--- config.mk ---
export PLATFORM = sky130hd
export DESIGN_NAME = clint_flat
export DESIGN_NICKNAME = d
export VERILOG_FILES = /design/src/rtl/clint_pkg.sv /design/src/rtl/clint_if.sv /design/src/rtl/clint_timer.sv /design/src/rtl/clint.sv /design/src/flat_wrapper.sv
export SDC_FILE = /design/constraint.sdc
export NUM_CORES = 1
export LEC_CHECK = 0
export BUFFER_PORTS_ARGS = -buffer_cell sky130_fd_sc_hd__buf_4
export CAP_MARGIN = 20
export CORE_MARGIN = 3
export CORE_UTILIZATION = 45
export CTS_CLUSTER_SIZE = 20
export DETAILED_ROUTE_END_ITERATION = 16
export PLACE_DENSITY = 0.69
export SLEW_MARGIN = 20
export SYNTH_ARGS = -nofsm -noshare
export SYNTH_HDL_FRONTEND = slang
export SYNTH_SLANG_ARGS = --single-unit
--- constraint.sdc ---
create_clock -name clk -period 7.91 [get_ports clk]
set_clock_uncertainty 0.1 [all_clocks]
set_input_delay 0 -clock clk [delete_from_list [all_inputs] [get_ports clk]]
set_output_delay 0 -clock clk [all_outputs]
set_load 0.05 [all_outputs]
--- src/rtl/clint_pkg.sv ---
// clint_pkg: shared CLINT offsets, bus FSM states, reset constants and byte-merge helper.
package clint_pkg;
  localparam logic [15:0] CLINT_MSIP     = 16'h0000;
  localparam logic [15:0] CLINT_MTIMECMP = 16'h4000;
  localparam logic [15:0] CLINT_MTIME    = 16'hBFF8;
  localparam logic [63:0] MTIMECMP_RST   = 64'hFFFF_FFFF_FFFF_FFFF;

  typedef enum logic {ST_IDLE, ST_RESP} state_e;

  function automatic logic [63:0] byte_merge(input logic [63:0] old_v, input logic [63:0] wdata,
                                             input logic [7:0] wmask);
    byte_merge = old_v;
    for (int i = 0; i < 8; i++)
      if (wmask[i]) byte_merge[8*i +: 8] = wdata[8*i +: 8];
  endfunction
endpackage

--- src/rtl/clint_if.sv ---
// clint_if: single-outstanding MMIO request/response bus between the core and the CLINT.
interface clint_if;
  logic [15:0] req_addr;
  logic [63:0] req_wdata;
  logic [7:0]  req_wmask;
  logic        req_wen;
  logic        req_valid;
  logic        req_ready;
  logic [63:0] resp_rdata;
  logic        resp_err;
  logic        resp_valid;
  logic        resp_ready;

  modport slave(input req_addr, req_wdata, req_wmask, req_wen, req_valid, resp_ready,
                output req_ready, resp_rdata, resp_err, resp_valid);
  modport master(output req_addr, req_wdata, req_wmask, req_wen, req_valid, resp_ready,
                 input req_ready, resp_rdata, resp_err, resp_valid);
endinterface

--- src/rtl/clint_timer.sv ---
// clint_timer: prescaled 64-bit mtime counter with a byte-merged bus write port.
module clint_timer
  import clint_pkg::*;
#(
  parameter int unsigned TICK_DIV = 1
) (
  input  logic        clk,
  input  logic        rst,
  input  logic        wr_i,
  input  logic [63:0] wdata_i,
  input  logic [7:0]  wmask_i,
  output logic [63:0] mtime_o,
  output logic [63:0] mtime_d_o
);
  logic [31:0] presc_q, presc_d;
  logic [63:0] mtime_q;
  logic        tick;

  // written bytes override the incremented value, unwritten bytes keep the tick
  always_comb begin
    tick      = presc_q == TICK_DIV - 1;
    presc_d   = tick ? '0 : presc_q + 1;
    mtime_d_o = byte_merge(mtime_q + 64'(tick), wdata_i, wr_i ? wmask_i : 8'h00);
  end

  always_ff @(posedge clk) begin
    if (rst) begin
      presc_q <= '0;
      mtime_q <= '0;
    end else begin
      presc_q <= presc_d;
      mtime_q <= mtime_d_o;
    end
  end

  assign mtime_o = mtime_q;
endmodule

--- src/rtl/clint.sv ---
// clint: core-local interruptor with msip, mtime and mtimecmp behind a single-outstanding MMIO slave.
module clint
  import clint_pkg::*;
#(
  parameter int unsigned TICK_DIV = 1,
  parameter logic [63:0] HARTID   = 64'd0
) (
  input  logic    clk,
  input  logic    rst,
  clint_if.slave  bus,
  output logic    extint_software,
  output logic    extint_timer
);
  localparam logic [15:0] MSIP_OFF = CLINT_MSIP + 16'(HARTID << 2);
  localparam logic [15:0] CMP_OFF  = CLINT_MTIMECMP + 16'(HARTID << 3);

  state_e      state_q, state_d;
  logic [63:0] mtimecmp_q, mtimecmp_d, mtime, mtime_d, rdata_d, resp_rdata_q;
  logic        msip_q, msip_d, resp_err_q, err_d, ext_sw_q, ext_tmr_q;
  logic        acc, wr, sel_msip, sel_cmp, sel_time;
  logic        unused;

  assign unused = ^bus.req_addr[2:0];

  always_ff @(posedge clk) state_q <= rst ? ST_IDLE : state_d;

  always_comb
    state_d = state_q == ST_IDLE ? (bus.req_valid ? ST_RESP : ST_IDLE)
                                 : (bus.resp_ready ? ST_IDLE : ST_RESP);

  always_comb begin
    bus.req_ready  = state_q == ST_IDLE;
    bus.resp_valid = state_q == ST_RESP;
    bus.resp_rdata = resp_rdata_q;
    bus.resp_err   = resp_err_q;
  end

  // read data reflects register values before this cycle's tick or write
  always_comb begin
    acc        = state_q == ST_IDLE && bus.req_valid;
    wr         = acc && bus.req_wen;
    sel_msip   = bus.req_addr[15:3] == MSIP_OFF[15:3];
    sel_cmp    = bus.req_addr[15:3] == CMP_OFF[15:3];
    sel_time   = bus.req_addr[15:3] == CLINT_MTIME[15:3];
    msip_d     = wr && sel_msip && bus.req_wmask[0] ? bus.req_wdata[0] : msip_q;
    mtimecmp_d = wr && sel_cmp ? byte_merge(mtimecmp_q, bus.req_wdata, bus.req_wmask) : mtimecmp_q;
    rdata_d    = bus.req_wen ? '0 : sel_msip ? {63'b0, msip_q} : sel_cmp ? mtimecmp_q :
                 sel_time ? mtime : '0;
    err_d      = !(sel_msip || sel_cmp || sel_time);
  end

  clint_timer #(.TICK_DIV(TICK_DIV)) u_timer (
    .clk       (clk),
    .rst       (rst),
    .wr_i      (wr && sel_time),
    .wdata_i   (bus.req_wdata),
    .wmask_i   (bus.req_wmask),
    .mtime_o   (mtime),
    .mtime_d_o (mtime_d)
  );

  always_ff @(posedge clk) begin
    if (rst) begin
      msip_q       <= 1'b0;
      mtimecmp_q   <= MTIMECMP_RST;
      resp_rdata_q <= '0;
      resp_err_q   <= 1'b0;
      ext_sw_q     <= 1'b0;
      ext_tmr_q    <= 1'b0;
    end else begin
      msip_q     <= msip_d;
      mtimecmp_q <= mtimecmp_d;
      ext_sw_q   <= msip_d;
      ext_tmr_q  <= mtime_d >= mtimecmp_d;
      if (acc) begin
        resp_rdata_q <= rdata_d;
        resp_err_q   <= err_d;
      end
    end
  end

  assign extint_software = ext_sw_q;
  assign extint_timer    = ext_tmr_q;
endmodule

--- src/flat_wrapper.sv ---
// flat-port wrapper written by rule: the top's interface ports become plain ports
module clint_flat import clint_pkg::*;
#(
  parameter int unsigned TICK_DIV = 1,
  parameter logic [63:0] HARTID   = 64'd0
)
  (clk, rst, extint_software, extint_timer, bus_req_addr, bus_req_wdata, bus_req_wmask, bus_req_wen, bus_req_valid, bus_resp_ready, bus_req_ready, bus_resp_rdata, bus_resp_err, bus_resp_valid);
  clint_if bus_i ();
  input  logic clk;
  input  logic rst;
  output logic extint_software;
  output logic extint_timer;
  input wire logic [$bits(bus_i.req_addr)-1:0] bus_req_addr;
  input wire logic [$bits(bus_i.req_wdata)-1:0] bus_req_wdata;
  input wire logic [$bits(bus_i.req_wmask)-1:0] bus_req_wmask;
  input wire logic [$bits(bus_i.req_wen)-1:0] bus_req_wen;
  input wire logic [$bits(bus_i.req_valid)-1:0] bus_req_valid;
  input wire logic [$bits(bus_i.resp_ready)-1:0] bus_resp_ready;
  output wire logic [$bits(bus_i.req_ready)-1:0] bus_req_ready;
  output wire logic [$bits(bus_i.resp_rdata)-1:0] bus_resp_rdata;
  output wire logic [$bits(bus_i.resp_err)-1:0] bus_resp_err;
  output wire logic [$bits(bus_i.resp_valid)-1:0] bus_resp_valid;
  assign bus_i.req_addr = bus_req_addr;
  assign bus_i.req_wdata = bus_req_wdata;
  assign bus_i.req_wmask = bus_req_wmask;
  assign bus_i.req_wen = bus_req_wen;
  assign bus_i.req_valid = bus_req_valid;
  assign bus_i.resp_ready = bus_resp_ready;
  assign bus_req_ready = bus_i.req_ready;
  assign bus_resp_rdata = bus_i.resp_rdata;
  assign bus_resp_err = bus_i.resp_err;
  assign bus_resp_valid = bus_i.resp_valid;
  clint #(.TICK_DIV(TICK_DIV), .HARTID(HARTID)) u_core (.clk(clk), .rst(rst), .bus(bus_i), .extint_software(extint_software), .extint_timer(extint_timer));
endmodule
==> results of run 1 <==
[layout make-up]
cell class                 instances  area, um^2  share of cell area, %
clock buffer                      32       691.9                  4.649
clock inverter                    10       105.1                 0.7062
inverter                          12       46.29                 0.3111
multi-input combinational       1063        7008                  47.09
sequential                       228        4564                  30.67
tap                              330       412.9                  2.774
timing repair buffer             248        2054                  13.80
[worst max-delay path: cells and delay by family (launching register included)]
kind / cells / cell delay, ns
adders and majority gates: 4 / 0.81
AOI/OAI and AO/OA: 5 / 1.74
buffers and inverters: 1 / 0.06
DFF: 1 / 0.34
and+or+nand+nor: 10 / 2.62
[placed cells by master (no fill, tap or decap), types with 3 or more instances in the layout]
master / netlist / final
nor2_1: 200 / 198
clkbuf_8: 0 / 4
and4_1: 15 / 15
nand3_1: 58 / 58
inv_1: 12 / 11
clkinv_2: 0 / 7
a211oi_1: 25 / 25
xor2_1: 36 / 36
ha_1: 68 / 68
and3_1: 24 / 24
xnor2_1: 48 / 48
clkbuf_1: 72 / 3
a21oi_1: 67 / 67
nand2_1: 119 / 118
dfxtp_1: 228 / 228
or3_1: 3 / 3
a22o_1: 63 / 63
and2_1: 27 / 27
o31ai_1: 3 / 3
dlygate4sd3_1: 0 / 77
or4_1: 7 / 7
a21o_1: 15 / 15
a22oi_1: 66 / 66
nor4_1: 29 / 28
nor3_1: 38 / 37
clkbuf_16: 0 / 25
nor3_2: 4 / 5
nor4_2: 3 / 4
nand2b_1: 4 / 4
buf_4: 1 / 171
o21ai_0: 9 / 9
nand4_1: 34 / 34
mux2_2: 4 / 4
mux2i_1: 66 / 66
[state kept, by name, summed over array words and instances (netlist names)]
name                    count
u_core.extint_timer         1
u_core.u_timer.presc_q     32
u_core.bus.resp_valid       1
u_core.mtimecmp_q          64
u_core.bus.resp_rdata      64
u_core.u_timer.mtime_o     64
u_core.msip_q               1
u_core.bus.resp_err         1
[per-stage QoR]
| step | util, % | std cells |
|---|---|---|
| global placement | 52.11 | 1804 |
| CTS | 58.24 | 1923 |
| detailed placement | 52.11 | 1804 |
| global route | 58.26 | 1923 |
| finish | 58.26 | 1923 |
| floorplan | - | 1382 |
[final timing paths]
| path | endpoint | start | depth (start not counted) |
|---|---|---|---|
| hold reg to reg | u_core.u_timer.presc_q[0]$_SDFF_PP0_ | u_core.u_timer.presc_q[0]$_SDFF_PP0_ | 1 |
| setup / recovery | u_core.extint_timer$_SDFF_PP0_ | u_core.u_timer.presc_q[0]$_SDFF_PP0_ | 20 |
| hold / removal | u_core.bus.resp_err$_SDFFE_PP0P_ | bus_req_addr[15] | 5 |
| setup reg to reg | u_core.extint_timer$_SDFF_PP0_ | u_core.u_timer.presc_q[0]$_SDFF_PP0_ | 20 |
[report_power, final]
| part | leakage, nW | switching [mW] | internal (mW) | total, mW |
|---|---|---|---|---|
| registers | 1.84 | 0.00253 | 1.15 | 1.15 |
| logic | 3.73 | 0.0719 | 0.0645 | 0.136 |
| clock network | 0.392 | 0.462 | 0.677 | 1.14 |
[cell families after synthesis]
logic type	Yosys count
flip-flops	228
buffers and inverters	91
XOR/XNOR	84
multiplexers	70
AO/OA/AOI/OAI	265
adder cells (fa/ha/maj)	68
AND/OR/NAND/NOR	576
[metal layers]
metal / share of wire, % / routed length (um) / track usage, %
met1: 45 / 15210 / 30.83
met2: 46 / 15460 / 38.50
met3: 6.3 / 2135 / 4.390
met4: 2.8 / 949 / 6.937
met5: 0 / 0 / 0
==> key figures, run 1 <==
Final layout
  • Nets: 1739
  • Diodes inserted: 0
  • Fillers: 2295
  • Share of layout cells above drive strength 1: 14.56%
  • Finished Cell Area: 14880 um^2
  • Area grow syn2layout: 25.14%

Run
  • Max-Cap Viols: 0

CTS
  • Clk sinks: 228
  • Post-CTS sizing: 0
  • Post CTS Setup Buffer Count: 0
  • Hold-fix buffers, CTS: 77
  • Clock tree buffer depth: 3
  • CTS Buf Count: 25
  • Clock-pin slew on the worst setup and hold paths: 0.06 ns
  • CTS tree: built
  • Htree depth: 1
  • Skew-Pair Late Insertion Delay: 0.52 ns
  • Clock root buffer: clkbuf_16

Setup path
  • Crit path required time: 8.18 ns
  • Flop2flop setup slack: 2.06 ns
  • Critical Path Sink Type: register
  • Crit Path Category: register to register
  • CP max stage cell: a2111oi_1
  • Max stage delay on crit path: 0.65 ns
  • CP cell instances: inv_1 -> ha_1 -> nor4b_1 -> nand4_1 -> nor2_1 -> ha_1 -> ha_1 -> and4_1 -> and4_1 -> nand3_1 -> o31a_1 -> nor3_1 -> nor2_1 -> ha_1 -> nand4_1 -> nor3_1 -> a22oi_1 -> o211ai_1 -> a2111oi_1 -> o21ai_0
  • Max FO, Critical Path: 15
  • Crit-path most repeated cell: ha_1
  • Crit path arrival time: 6.12 ns
  • CP startpoint kind: register

STA
  • Final worst path period need: 5.848 ns
  • Worst Tran Pin Value: 1.052 ns
  • Final hold vios: 0
  • Crit share post-route: 73.93%
  • RSZ-0062 raised after global routing: no
  • Hold slack: 0.07514 ns
  • Number of setup violations in the final report: 0
  • Slew Limit Fails: 0
  • Setup TNS: 0 ns
  • Fmax: 0.1710 GHz
  • Setup ws final: 2.062 ns
  • Relative slew slack: 29.46%

Synth
  • Mux contribution to synthesized area: 5.934%
  • Post-synth top area cell: dfxtp_1
  • Top cell type's share of synthesized area: 38.38%
  • Post-Syn Instances: 1382
  • Synth Area in Compound Gates: 15.91%
  • Main area contributors after synthesis: dfxtp_1 38%, ha_1 7.2%, nor2_1 6.3%, mux2i_1 5.6%, a22o_1 4.6%
  • Simple-Gate Fraction of Synth Area: 23.46%
  • Synthesized area per cell: 8.605 um^2
  • Post-Syn Area: 11890 um^2
  • Post-synthesis xor/xnor area fraction: 6.186%
  • Yosys cell types: 53
  • Yosys reg bits: 228
  • Post-synthesis async set-or-reset flop share: 0%
  • Most common cell in the netlist: dfxtp_1
  • Largest family of logic cells by synthesized area: simple AND/OR/NAND/NOR gates
  • Dominant synthesized flop cell: dfxtp_1
  • EDFF count, synth: 0
  • Yosys warnings: 0
  • Post-Synthesis Net Count: 1543
  • Synth cell count leaders: 228 x dfxtp_1, 200 x nor2_1, 119 x nand2_1
  • Synth Area in Adders: 7.154%
  • Post-synthesis sequential area ratio: 38.38%

Placement
  • Port bufs: 158
  • Placed cell areas: 13310 um^2
  • GP Congestion: 0.8506
  • DP HPWL: 23270 um
  • Pre-CTS WS: 2.097 ns

Global route
  • Largest net degree at the start of global routing: 87
  • Initial antenna violation count: 0
  • First-pass GRT wire length: 54790 um
  • Total grt overflow: 0
  • Vias in the first global route: 10760
  • All-layer global routing usage: 23.19%

Detailed routing
  • Post-route ant nets: 0
  • Vias: 11000
  • DR DRC count: 0
  • Iteration count of the initial detailed-routing pass: 5
  • Via density: 5.721
  • DRT iter0 DRCs: 813
  • WL/cell: 17.56 um
  • DRT Wirelength: 33760 um

Die
  • Core Region: 25540 um^2
  • Initial Util: 46.56%
  • FP Rows: 58
  • Die ar.: 28410 um^2
  • Number of top-level pins: 162
  • Die X: 168.6 um
  • Die Y: 168.6 um

Status
  • Status: finished, final reports clean

Pwr
  • P_leak: 5.960 nW
  • Worst ir drop on vdd: 0.0001332 V
  • Pwr dens: 163.2 nW/um^2
  • PnR Total Power: 2.429 mW

Worst hold path
  • Worst min path class: input pin to register
Note: power is estimated with default switching activity, not from simulation.
==> run 2: changes to the inputs <==
clock period = 5.4 ns   (was 7.91 ns; I/O delays follow)
==> run 2 against run 1 <==
- total power up 53%
- critical path type unchanged
- non-clock buffer count up 8
- via count up 0.98%
- final cell count up 0.57%
- critical endpoint unchanged
- worst setup slack worse by 1.6 ns
- highest routed layer unchanged
- routed wire length up 1.2%
==> key figures, run 2 (same netlist as run 1, synthesis figures left out) <==
Setup path
  • Crit path required time: 5.71 ns (-2.47 ns)
  • Crit-path leading delay family: simple AND/OR/NAND/NOR gates
  • Max FO, Critical Path: 14 (-1)
  • WP buf/inv: 2 (+1)
  • Crit Path Category: register to register
  • CP startpoint kind: register
  • Crit path arrival time: 5.26 ns (-0.86 ns)
  • Max stage delay on crit path: 0.57 ns (-0.08 ns)
  • Critical Path Sink Type: register
  • CP cell instances: nor4_1 -> nand4_1 -> nor2_1 -> ha_1 -> and3_1 -> nand3_1 -> or4_1 -> buf_4 -> nor3_1 -> xnor2_1 -> a21oi_1 -> ha_1 -> a21oi_1 -> nor2_1 -> a211oi_1 -> o211ai_1 -> a2111oi_1 -> buf_4 -> o21ai_0
  • CP max stage cell: or4_1

Global route
  • First-pass GRT wire length: 55480 um (+1.3%)
  • Total grt overflow: 0 (unchanged)
  • All-layer global routing usage: 23.48% (+0.28 points)
  • Initial antenna violation count: 0 (unchanged)
  • Largest net degree at the start of global routing: 77 (-11%)
  • Vias in the first global route: 10720 (-0.41%)

Placement
  • Port bufs: 158 (unchanged)
  • GP Congestion: 0.8937 (+5.1%)
  • Placed cell areas: 13370 um^2 (+0.45%)
  • DP HPWL: 23690 um (+1.8%)
  • Pre-CTS WS: 0.5243 ns (-1.573 ns)
  • Inst Count DP: 1812 (+0.44%)

CTS
  • Post CTS Setup Buffer Count: 0 (unchanged)
  • Clock tree buffer depth: 3 (unchanged)
  • Clock root buffer: clkbuf_16
  • CTS Buf Count: 26 (+4.0%)
  • CTS tree: built
  • Skew-Pair Late Insertion Delay: 0.53 ns (about the same)
  • Clk sinks: 228 (unchanged)
  • Clock-pin slew on the worst setup and hold paths: 0.06 ns (about the same)
  • Htree depth: 1 (unchanged)

Detailed routing
  • DRT Wirelength: 34180 um (+1.2%)
  • Iteration count of the initial detailed-routing pass: 5 (unchanged)
  • Vias: 11110 (+0.98%)
  • DR DRC count: 0 (unchanged)
  • DRT iter0 DRCs: 772 (-5.0%)
  • Post-route ant nets: 0 (unchanged)
  • WL/cell: 17.67 um (+0.64%)
  • Via density: 5.745 (+0.41%)

Final layout
  • Share of layout cells above drive strength 1: 15.15% (+0.59 points)
  • Fillers: 2260 (-1.5%)
  • Area grow syn2layout: 26.38%
  • Nets: 1748 (+0.52%)
  • Finished Cell Area: 15030 um^2 (+0.98%)
  • Diodes inserted: 0 (unchanged)
  • Most common cell after layout, fill and taps aside: dfxtp_1
  • Most frequent cells in the layout: 228 x dfxtp_1, 198 x nor2_1, 179 x buf_4, 118 x nand2_1, 77 x dlygate4sd3_1
  • Finished Layout Cells: 1934 (+0.57%)

Run
  • Max-Cap Viols: 0 (unchanged)

Die
  • Number of top-level pins: 162 (unchanged)
  • Initial Util: 46.56% (unchanged)
  • Die ar.: 28410 um^2 (unchanged)
  • Core Region: 25540 um^2 (unchanged)
  • Die X: 168.6 um (unchanged)
  • Die Y: 168.6 um (unchanged)
  • FP Rows: 58 (unchanged)

STA
  • Fmax: 0.2021 GHz (+18%)
  • Final worst path period need: 4.948 ns (-0.9004 ns)
  • Relative slew slack: 28.39% (-1.1 points)
  • Worst Tran Pin Value: 1.068 ns (+0.01599 ns)
  • Setup ws final: 0.4521 ns (-1.610 ns)
  • Crit share post-route: 91.63% (+18 points)
  • Slew Limit Fails: 0 (unchanged)
  • RSZ-0062 raised after global routing: no
  • Number of setup violations in the final report: 0 (unchanged)
  • Final hold vios: 0 (unchanged)
  • Setup TNS: 0 ns (unchanged)

Worst hold path
  • Worst min path class: input pin to register

Pwr
  • Worst ir drop on vdd: 0.0001862 V (+40%)
  • P_leak: 6.042 nW (+1.4%)
  • Pwr dens: 246.7 nW/um^2 (+51%)

Status
  • Status: finished, final reports clean
==> run 2: area by class of cell <==
class,instances,area (um^2),area share (%)
clock buffer,35,755.7,5.028
tap,330,412.9,2.747
sequential,228,4564,30.37
timing repair buffer,256,2115,14.07
inverter,12,46.29,0.3080
multi-input combinational,1063,7008,46.63
clock inverter,10,127.6,0.8491
==> run 2: worst reg2reg max path, delay by kind of cell (launching register included) <==
family / cells / cell delay (ns)
buf+inv: 2 / 0.48
simple gates: 8 / 1.94
fa+ha+maj: 2 / 0.52
compound gates: 6 / 1.25
flops: 1 / 0.36
xor+xnor: 1 / 0.17
==> run 2: worst paths after layout <==
path                                         start                                   end  slack [ns]  cells past startpoint
min reg2reg   u_core.u_timer.presc_q[0]$_SDFF_PP0_  u_core.u_timer.presc_q[0]$_SDFF_PP0_        0.36                      1
min                               bus_req_addr[15]      u_core.bus.resp_err$_SDFFE_PP0P_        0.05                      5
max reg2reg  u_core.u_timer.presc_q[15]$_SDFF_PP0_        u_core.extint_timer$_SDFF_PP0_        0.45                     19
max          u_core.u_timer.presc_q[15]$_SDFF_PP0_        u_core.extint_timer$_SDFF_PP0_        0.45                     19
==> run 2: per-layer routing <==
metal	GRT usage, %	part of all wire (%)	up-vias
met5	0	0	-
met4	5.799	2.4	0
met3	3.596	6.3	54
met2	39.24	46	350
met1	32.01	45	5272
li1	-	-	5434
==> run 2: repair_timing <==
item | CTS | global route
hold buffers | 77 | 0
resized for setup | 0 | 1
hold endpoints to repair | 165 | 0
setup endpoints to repair | 0 | 1
==> run 2: power breakdown <==
group          leakage, nW  internal [mW]  switching, mW
Combinational         3.76         0.0944          0.106
Sequential            1.84           1.69        0.00358
Clock                0.438           1.12          0.704
==> run 2: stage by stage <==
step	util, %	power, mW	hold slack [ns]
floorplan	-	1.785	0.00005181
global placement	52.34	1.878	0.08779
detailed placement	52.34	1.879	0.08946
CTS	58.82	3.740	0.04363
global route	58.84	3.827	0.09616
finish	58.84	3.708	0.05203
